--- src/rtl/operand_forward_stage_if.sv ---
// R->C boundary bus: R-stage operands/control in, hazard-unit controls in,
// forwarded C-stage operands, issue/held status and performance counters out.
interface operand_forward_stage_if #(
   parameter int unsigned WORD_SIZE  = 32,
   parameter int unsigned CTRL_WIDTH = 16,
   parameter int unsigned CNT_WIDTH  = 32
);
   localparam int unsigned ADR_WIDTH = $clog2(WORD_SIZE);

   logic                  valid_R;
   logic [WORD_SIZE-1:0]  rs1Data_R;
   logic [WORD_SIZE-1:0]  rs2Data_R;
   logic [WORD_SIZE-1:0]  imm_R;
   logic [ADR_WIDTH-1:0]  rd1Adr_R;
   logic [CTRL_WIDTH-1:0] ctrl_R;
   logic [1:0]            rs1ForwardSrc;
   logic [1:0]            rs2ForwardSrc;
   logic [WORD_SIZE-1:0]  computeResult_M;
   logic [WORD_SIZE-1:0]  truncatedResult_W;
   logic                  stallRC;
   logic                  flushRC;
   logic                  flushCM;

   logic                  valid_C;
   logic                  issue_C;
   logic [WORD_SIZE-1:0]  rs1Op_C;
   logic [WORD_SIZE-1:0]  rs2Op_C;
   logic [WORD_SIZE-1:0]  imm_C;
   logic [ADR_WIDTH-1:0]  rd1Adr_C;
   logic [CTRL_WIDTH-1:0] ctrl_C;
   logic                  held_C;
   logic [CNT_WIDTH-1:0]  stallCount;
   logic [CNT_WIDTH-1:0]  bubbleCount;

   modport master (
      output valid_R, rs1Data_R, rs2Data_R, imm_R, rd1Adr_R, ctrl_R,
             rs1ForwardSrc, rs2ForwardSrc, computeResult_M, truncatedResult_W,
             stallRC, flushRC, flushCM,
      input  valid_C, issue_C, rs1Op_C, rs2Op_C, imm_C, rd1Adr_C, ctrl_C,
             held_C, stallCount, bubbleCount
   );

   modport slave (
      input  valid_R, rs1Data_R, rs2Data_R, imm_R, rd1Adr_R, ctrl_R,
             rs1ForwardSrc, rs2ForwardSrc, computeResult_M, truncatedResult_W,
             stallRC, flushRC, flushCM,
      output valid_C, issue_C, rs1Op_C, rs2Op_C, imm_C, rd1Adr_C, ctrl_C,
             held_C, stallCount, bubbleCount
   );
endinterface

--- src/rtl/operand_forward_stage.sv ---
// R->C pipeline register with operand forwarding, stall capture, flush and
// load-use bubble gating, plus saturating stall/bubble counters.
module operand_forward_stage #(
   parameter int unsigned WORD_SIZE  = 32,
   parameter int unsigned CTRL_WIDTH = 16,
   parameter int unsigned CNT_WIDTH  = 32
) (
   input logic                  clk,
   input logic                  reset,
   operand_forward_stage_if.slave bus
);
   localparam int unsigned ADR_WIDTH = $clog2(WORD_SIZE);

   typedef enum logic {RUN = 1'b0, HELD = 1'b1} state_t;

   state_t                state;
   logic                  valid_q;
   logic [WORD_SIZE-1:0]  rs1_q;
   logic [WORD_SIZE-1:0]  rs2_q;
   logic [WORD_SIZE-1:0]  imm_q;
   logic [ADR_WIDTH-1:0]  rd_q;
   logic [CTRL_WIDTH-1:0] ctrl_q;
   logic [CNT_WIDTH-1:0]  stall_cnt;
   logic [CNT_WIDTH-1:0]  bubble_cnt;
   logic [WORD_SIZE-1:0]  rs1_fwd;
   logic [WORD_SIZE-1:0]  rs2_fwd;
   logic                  stall_hit;
   logic                  bubble_hit;

   function automatic logic [WORD_SIZE-1:0] fwd_mux(input logic [1:0]           sel,
                                                    input logic [WORD_SIZE-1:0] stored,
                                                    input logic [WORD_SIZE-1:0] compute,
                                                    input logic [WORD_SIZE-1:0] truncated);
      case (sel)
         2'b01:   return compute;
         2'b10:   return truncated;
         default: return stored;
      endcase
   endfunction

   assign rs1_fwd    = fwd_mux(bus.rs1ForwardSrc, rs1_q, bus.computeResult_M, bus.truncatedResult_W);
   assign rs2_fwd    = fwd_mux(bus.rs2ForwardSrc, rs2_q, bus.computeResult_M, bus.truncatedResult_W);
   assign stall_hit  = bus.stallRC & valid_q;
   assign bubble_hit = bus.flushCM & valid_q;

   // Flush outranks stall; a stall recaptures the forwarded operands so the
   // value survives its producer leaving M/W.
   always_ff @(posedge clk) begin
      if (reset) begin
         state   <= RUN;
         valid_q <= 1'b0;
         rs1_q   <= '0;
         rs2_q   <= '0;
         imm_q   <= '0;
         rd_q    <= '0;
         ctrl_q  <= '0;
      end else if (bus.flushRC) begin
         state   <= RUN;
         valid_q <= 1'b0;
         rs1_q   <= bus.rs1Data_R;
         rs2_q   <= bus.rs2Data_R;
         imm_q   <= bus.imm_R;
         rd_q    <= bus.rd1Adr_R;
         ctrl_q  <= bus.ctrl_R;
      end else if (bus.stallRC) begin
         state   <= valid_q ? HELD : RUN;
         rs1_q   <= rs1_fwd;
         rs2_q   <= rs2_fwd;
      end else begin
         state   <= RUN;
         valid_q <= bus.valid_R;
         rs1_q   <= bus.rs1Data_R;
         rs2_q   <= bus.rs2Data_R;
         imm_q   <= bus.imm_R;
         rd_q    <= bus.rd1Adr_R;
         ctrl_q  <= bus.ctrl_R;
      end
   end

   // Saturating performance counters.
   always_ff @(posedge clk) begin
      if (reset) begin
         stall_cnt  <= '0;
         bubble_cnt <= '0;
      end else begin
         if (stall_hit && (stall_cnt != '1)) begin
            stall_cnt <= stall_cnt + CNT_WIDTH'(1);
         end
         if (bubble_hit && (bubble_cnt != '1)) begin
            bubble_cnt <= bubble_cnt + CNT_WIDTH'(1);
         end
      end
   end

   assign bus.valid_C     = valid_q;
   assign bus.issue_C     = valid_q & ~bus.flushCM;
   assign bus.rs1Op_C     = rs1_fwd;
   assign bus.rs2Op_C     = rs2_fwd;
   assign bus.imm_C       = imm_q;
   assign bus.rd1Adr_C    = rd_q;
   assign bus.ctrl_C      = ctrl_q;
   assign bus.held_C      = (state == HELD);
   assign bus.stallCount  = stall_cnt;
   assign bus.bubbleCount = bubble_cnt;
endmodule
--- src/flat_wrapper.sv ---
// flat-port wrapper written by rule: the top's interface ports become plain ports
module operand_forward_stage_flat 
#(
   parameter int unsigned WORD_SIZE  = 32,
   parameter int unsigned CTRL_WIDTH = 16,
   parameter int unsigned CNT_WIDTH  = 32
)
  (clk, reset, bus_valid_R, bus_rs1Data_R, bus_rs2Data_R, bus_imm_R, bus_rd1Adr_R, bus_ctrl_R, bus_rs1ForwardSrc, bus_rs2ForwardSrc, bus_computeResult_M, bus_truncatedResult_W, bus_stallRC, bus_flushRC, bus_flushCM, bus_valid_C, bus_issue_C, bus_rs1Op_C, bus_rs2Op_C, bus_imm_C, bus_rd1Adr_C, bus_ctrl_C, bus_held_C, bus_stallCount, bus_bubbleCount);
  operand_forward_stage_if #(.WORD_SIZE(WORD_SIZE), .CTRL_WIDTH(CTRL_WIDTH), .CNT_WIDTH(CNT_WIDTH)) bus_i ();
  input logic clk;
  input logic reset;
  input wire logic [$bits(bus_i.valid_R)-1:0] bus_valid_R;
  input wire logic [$bits(bus_i.rs1Data_R)-1:0] bus_rs1Data_R;
  input wire logic [$bits(bus_i.rs2Data_R)-1:0] bus_rs2Data_R;
  input wire logic [$bits(bus_i.imm_R)-1:0] bus_imm_R;
  input wire logic [$bits(bus_i.rd1Adr_R)-1:0] bus_rd1Adr_R;
  input wire logic [$bits(bus_i.ctrl_R)-1:0] bus_ctrl_R;
  input wire logic [$bits(bus_i.rs1ForwardSrc)-1:0] bus_rs1ForwardSrc;
  input wire logic [$bits(bus_i.rs2ForwardSrc)-1:0] bus_rs2ForwardSrc;
  input wire logic [$bits(bus_i.computeResult_M)-1:0] bus_computeResult_M;
  input wire logic [$bits(bus_i.truncatedResult_W)-1:0] bus_truncatedResult_W;
  input wire logic [$bits(bus_i.stallRC)-1:0] bus_stallRC;
  input wire logic [$bits(bus_i.flushRC)-1:0] bus_flushRC;
  input wire logic [$bits(bus_i.flushCM)-1:0] bus_flushCM;
  output wire logic [$bits(bus_i.valid_C)-1:0] bus_valid_C;
  output wire logic [$bits(bus_i.issue_C)-1:0] bus_issue_C;
  output wire logic [$bits(bus_i.rs1Op_C)-1:0] bus_rs1Op_C;
  output wire logic [$bits(bus_i.rs2Op_C)-1:0] bus_rs2Op_C;
  output wire logic [$bits(bus_i.imm_C)-1:0] bus_imm_C;
  output wire logic [$bits(bus_i.rd1Adr_C)-1:0] bus_rd1Adr_C;
  output wire logic [$bits(bus_i.ctrl_C)-1:0] bus_ctrl_C;
  output wire logic [$bits(bus_i.held_C)-1:0] bus_held_C;
  output wire logic [$bits(bus_i.stallCount)-1:0] bus_stallCount;
  output wire logic [$bits(bus_i.bubbleCount)-1:0] bus_bubbleCount;
  assign bus_i.valid_R = bus_valid_R;
  assign bus_i.rs1Data_R = bus_rs1Data_R;
  assign bus_i.rs2Data_R = bus_rs2Data_R;
  assign bus_i.imm_R = bus_imm_R;
  assign bus_i.rd1Adr_R = bus_rd1Adr_R;
  assign bus_i.ctrl_R = bus_ctrl_R;
  assign bus_i.rs1ForwardSrc = bus_rs1ForwardSrc;
  assign bus_i.rs2ForwardSrc = bus_rs2ForwardSrc;
  assign bus_i.computeResult_M = bus_computeResult_M;
  assign bus_i.truncatedResult_W = bus_truncatedResult_W;
  assign bus_i.stallRC = bus_stallRC;
  assign bus_i.flushRC = bus_flushRC;
  assign bus_i.flushCM = bus_flushCM;
  assign bus_valid_C = bus_i.valid_C;
  assign bus_issue_C = bus_i.issue_C;
  assign bus_rs1Op_C = bus_i.rs1Op_C;
  assign bus_rs2Op_C = bus_i.rs2Op_C;
  assign bus_imm_C = bus_i.imm_C;
  assign bus_rd1Adr_C = bus_i.rd1Adr_C;
  assign bus_ctrl_C = bus_i.ctrl_C;
  assign bus_held_C = bus_i.held_C;
  assign bus_stallCount = bus_i.stallCount;
  assign bus_bubbleCount = bus_i.bubbleCount;
  operand_forward_stage #(.WORD_SIZE(WORD_SIZE), .CTRL_WIDTH(CTRL_WIDTH), .CNT_WIDTH(CNT_WIDTH)) u_core (.clk(clk), .reset(reset), .bus(bus_i));
endmodule
--- config.mk ---
export PLATFORM = sky130hd
export DESIGN_NAME = operand_forward_stage_flat
export DESIGN_NICKNAME = d
export VERILOG_FILES = /design/src/rtl/operand_forward_stage_if.sv /design/src/rtl/operand_forward_stage.sv /design/src/flat_wrapper.sv
export SDC_FILE = /design/constraint.sdc
export NUM_CORES = 1
export LEC_CHECK = 0
export BUFFER_PORTS_ARGS = -buffer_cell sky130_fd_sc_hd__buf_4
export CORE_AREA = 2 2 144 146
export DETAILED_ROUTE_END_ITERATION = 7
export DIE_AREA = 0 0 146 148
export GPL_TIMING_DRIVEN = 1
export PLACE_DENSITY = 0.8
export SLEW_MARGIN = 20
export SYNTH_ARGS = -nofsm -noshare
export SYNTH_HDL_FRONTEND = slang
export SYNTH_SLANG_ARGS = --single-unit
--- constraint.sdc ---
create_clock -name clk -period 4.1 [get_ports clk]
set_input_delay 0.82 -clock clk [delete_from_list [all_inputs] [get_ports clk]]
set_output_delay 0.82 -clock clk [all_outputs]
set_load 0.01 [all_outputs]
==> impl_summary.md <==
Yosys
The cell area after synthesis is 8640 sq um. Yosys instantiated no cell more often than nand2_1. After synthesis, the cell types taking the most area are dfxtp_1 42%, nand2_1 14%, a21oi_1 9.1%, a22oi_1 5.6%, o21ai_0 5.3%.

In the synthesized netlist the dominant register cell turns out to be dfxtp_1. The biggest area contributor in the post-synthesis netlist is dfxtp_1. By count the netlist is led by 324 x nand2_1, 183 x dfxtp_1, 157 x a21oi_1. For this run, the register share of the synthesized area comes to 0.424. The distinct cell type count after synthesis is 54. The Yosys step of the flow raised 0 warnings. After synthesis, the mean cell area works out to 7.56 sq um. The number of synthesized flops with an enable pin is 0. The number of synthesized register bits is 183.

In the synthesized netlist the async set-or-reset flop fraction comes to 0. Counting every net in the synthesized netlist gives 1339. The number of instances in the synthesized netlist is 1142. Of the post-synthesis cell area, the dominant cell type holds 0.424.

Placed design
Summed over all nets, the half-perimeter wirelength after detailed placement is 22300 microns. After detailed placement, the total cell area comes to 11600 sq um. During placement, the flow inserted port buffers numbering 374. The final weighted congestion of routability-driven global placement is 0.912.

CTS
The number of gates resized after CTS was 0. Counting along the longest clock path gives a buffer depth of 2. The clock tree from TritonCTS is done.

The number of buffers inserted during clock tree synthesis is 17. Buffers inserted to repair hold after CTS numbered 0. The number of setup buffers added after CTS is 0. The H-tree generated during clock tree synthesis spans 4 levels. The clock reaches the later pin of the worst-skew pair after 0.43 ns. The clock sink total is 183.

The clock transition time at the flip-flop clock pins of the worst setup and hold paths is 0.07 ns. The tree is rooted in a clkbuf_16.

Final layout
With fillers left out, the area of the finished cells amounts to 12300 sq um. The number of nets at the end of the flow is 1668. The ratio of cells with drive above 1 in the final layout is 0.309. Counting the fill cells in the layout gives 1880. The synthesis-to-finish area growth is 41.9%.

In the final layout, flip-flops and latches occupy 3660 sq um. The total area of multi-input combinational cells is 4630 sq um.

Critical path
For the worst flop-to-flop path, the logic depth is 6. STA puts the critical path data required time at 3.28 ns. The endpoint type of the worst setup path is an output pin. The startpoint of the worst register-to-register path is u_core.bus.stallCount[0]$_SDFFE_PP0P_.

Of all nets on the critical path, the largest fanout is 15. The last element of the critical path is bus_rs1Op_C[12]. The startpoint type of the worst setup path is a primary input. The slack of the worst reg-to-reg path is 1.63 ns.

The arrival time at the worst endpoint is 2.45 ns. In this run the critical register-to-register path is captured at u_core.bus.stallCount[8]$_SDFFE_PP0P_. The launching instance or port of the critical path is bus_rs1ForwardSrc[1].

The worst setup path is of the primary input to output pin kind.

GRT
The number of antenna violations at the first check in global routing is 1. Across every metal layer, demand over resource in global routing totals 0.269. The via count of the first global-routing pass is 8745.

The maximum number of pins on one net before global-route repair is 116. The overflow left after global routing is 0. The global-route wire length before repair is 47000 microns.

Timing
Across the routed clock network, the largest skew measured is 0.00942 ns. The hold violation count in the final report is 0. After routing, the total negative slack on setup checks comes to 0 ns. The smallest clock period supported by the final layout is computed as 3.27 ns. Setup violations remaining at the end of the flow were counted as 0. Headroom to the max-slew limit came out at 0.283.

Setup repair after global routing left no endpoint under its margin. For the pin with the worst max-slew slack, the measured transition is 1.07 ns. The achievable frequency is 306 MHz. The share of the cycle needed by the critical path after routing is 0.797. The number of pins with negative max-slew slack in the final report is 0.

Die
The floorplan has 52 rows. The die covers 21600 sq um. The core region is 20000 sq um. The initial utilization of the core area, before any placement, comes to 0.431. Measured along the x axis, the die boundary spans 146 microns. Pin placement for this block handled 375 I/O pins. The die boundary height is 148 microns.

Power
The power dissipated by switching net loads is 1.17 mW. The completed layout was analyzed and its total power is 4.35 mW. The part of the power in the clock network is 0.406. The sequential share of power is 0.432. The cell area power density is 355 nW/um^2.

The analysis attributes to cell leakage a power of 5.31 nW. The internal power summed over all cells is 3.18 mW. The share of total power dissipated in combinational logic is 0.162. The switching share of power is 0.269.

The worst-case IR drop observed on VDD is 0.274 mV.

Flow run
The count of max-cap constraint violations is 0.

Worst hold path
The min-delay analysis places its worst path in the category flip-flop to flip-flop.

Drt
Summing over every cut layer, the via total after detailed routing is 9568. The via density per instance is 5.45. For this block, the initial DRC count from the detailed router was 612.

The total wire length is 30500 microns. In the routed design, unresolved DRC markers number 0. The remaining number of nets flagged by the antenna check after routing is 0.

The wire length per cell is 17.4 microns. The total iterations of the first detailed-routing run is 5.

Status
The run finished with clean final reports.
-- metal layers --
layer  part of all wire  vias up  track usage
met5                  0        -            0
met3              0.073       60       0.0552
li1                   -     4638            -
met1               0.41     4446        0.342
met4              0.031        0        0.108
met2               0.49      424        0.448
-- critical path: stages --
cell and delay, ns:
buf_4 0.11, inv_1 0.04, ha_1 0.60, buf_4 0.33, a22oi_1 0.11, o21ai_0 0.25, buf_4 0.18
-- cell usage in the layout, fill, tap and decap left out, drive strengths merged, types with 4 or more instances in the layout --
cell type / count
a211oi: 7
a21oi: 157
a22oi: 64
and2: 4
and3: 13
and4: 11
buf: 391
clkbuf: 19
clkinvlp: 4
dfxtp: 183
ha: 6
inv: 16
mux2: 10
nand2: 324
nand3: 25
nand4: 17
nor2: 38
nor2b: 11
nor3: 10
nor4: 5
o21ai: 92
o31ai: 6
or3: 26
or4: 5
xnor2: 13
-- worst min path at each step --
| stage | from | slack, ns | cells after the start | endpoint |
|---|---|---|---|---|
| 6_report | u_core.bus.imm_C[26]$_SDFFE_PP0P_ | 0.45 | 2 | u_core.bus.imm_C[26]$_SDFFE_PP0P_ |
| 3_5_place_dp | u_core.bus.ctrl_C[6]$_SDFFE_PP0P_ | 0.45 | 2 | u_core.bus.ctrl_C[6]$_SDFFE_PP0P_ |
| 5_1_grt | u_core.bus.imm_C[5]$_SDFFE_PP0P_ | 0.47 | 2 | u_core.bus.imm_C[5]$_SDFFE_PP0P_ |
| 2_1_floorplan | u_core.bus.ctrl_C[0]$_SDFFE_PP0P_ | 0.48 | 2 | u_core.bus.ctrl_C[0]$_SDFFE_PP0P_ |
| 3_3_place_gp | u_core.bus.ctrl_C[8]$_SDFFE_PP0P_ | 0.44 | 2 | u_core.bus.ctrl_C[8]$_SDFFE_PP0P_ |
| 4_1_cts | u_core.bus.imm_C[15]$_SDFFE_PP0P_ | 0.45 | 2 | u_core.bus.imm_C[15]$_SDFFE_PP0P_ |
-- cell type report --
type,count,area share
Timing Repair Buffer,391,0.241
Tap cell,270,0.0276
Clock inverter,13,0.0153
Clock buffer,19,0.0361
Inverter,11,0.00337
Antenna cell,1,0.000204
Multi-Input combinational cell,867,0.378
Sequential cell,183,0.299
-- kinds of logic after synthesis --
kind of cell,count (synthesis),share of synthesized area
xor+xnor,14,0.0142
mux,11,0.0142
simple gates,502,0.275
fa+ha+maj,6,0.00869
flops,183,0.424
compound gates,334,0.221
buf+inv,92,0.0424
-- flip-flops by register name, summed over array words and instances (netlist names) --
name / count
u_core.bus.held_C: 1
u_core.bus.bubbleCount: 32
u_core.bus.imm_C: 32
u_core.bus.ctrl_C: 16
u_core.bus.stallCount: 32
u_core.rs2_q: 32
u_core.bus.rd1Adr_C: 5
u_core.bus.valid_C: 1
u_core.rs1_q: 32
-- power by group through the flow --
stage / Combinational (mW) / Clock (mW) / Sequential (mW)
finish: 0.705 / 1.76 / 1.88
global route: 0.758 / 1.86 / 1.89
CTS: 0.702 / 1.79 / 1.88
detailed placement: 0.700 / 0 / 1.92
global placement: 0.691 / 0 / 1.92
floorplan: 0.291 / 0 / 1.93
-- metrics by stage --
| step | worst slack, ns | hold WS [ns] | utilization | std cells |
|---|---|---|---|---|
| floorplan | 1.44 | 0.476 | - | 1142 |
| global placement | 0.884 | 0.439 | 0.580 | 1722 |
| detailed placement | 0.878 | 0.445 | 0.580 | 1722 |
| CTS | 0.866 | 0.454 | 0.611 | 1754 |
| global route | 0.759 | 0.469 | 0.612 | 1755 |
| finish | 0.831 | 0.451 | 0.612 | 1755 |
(Power assumes the default switching activity.)
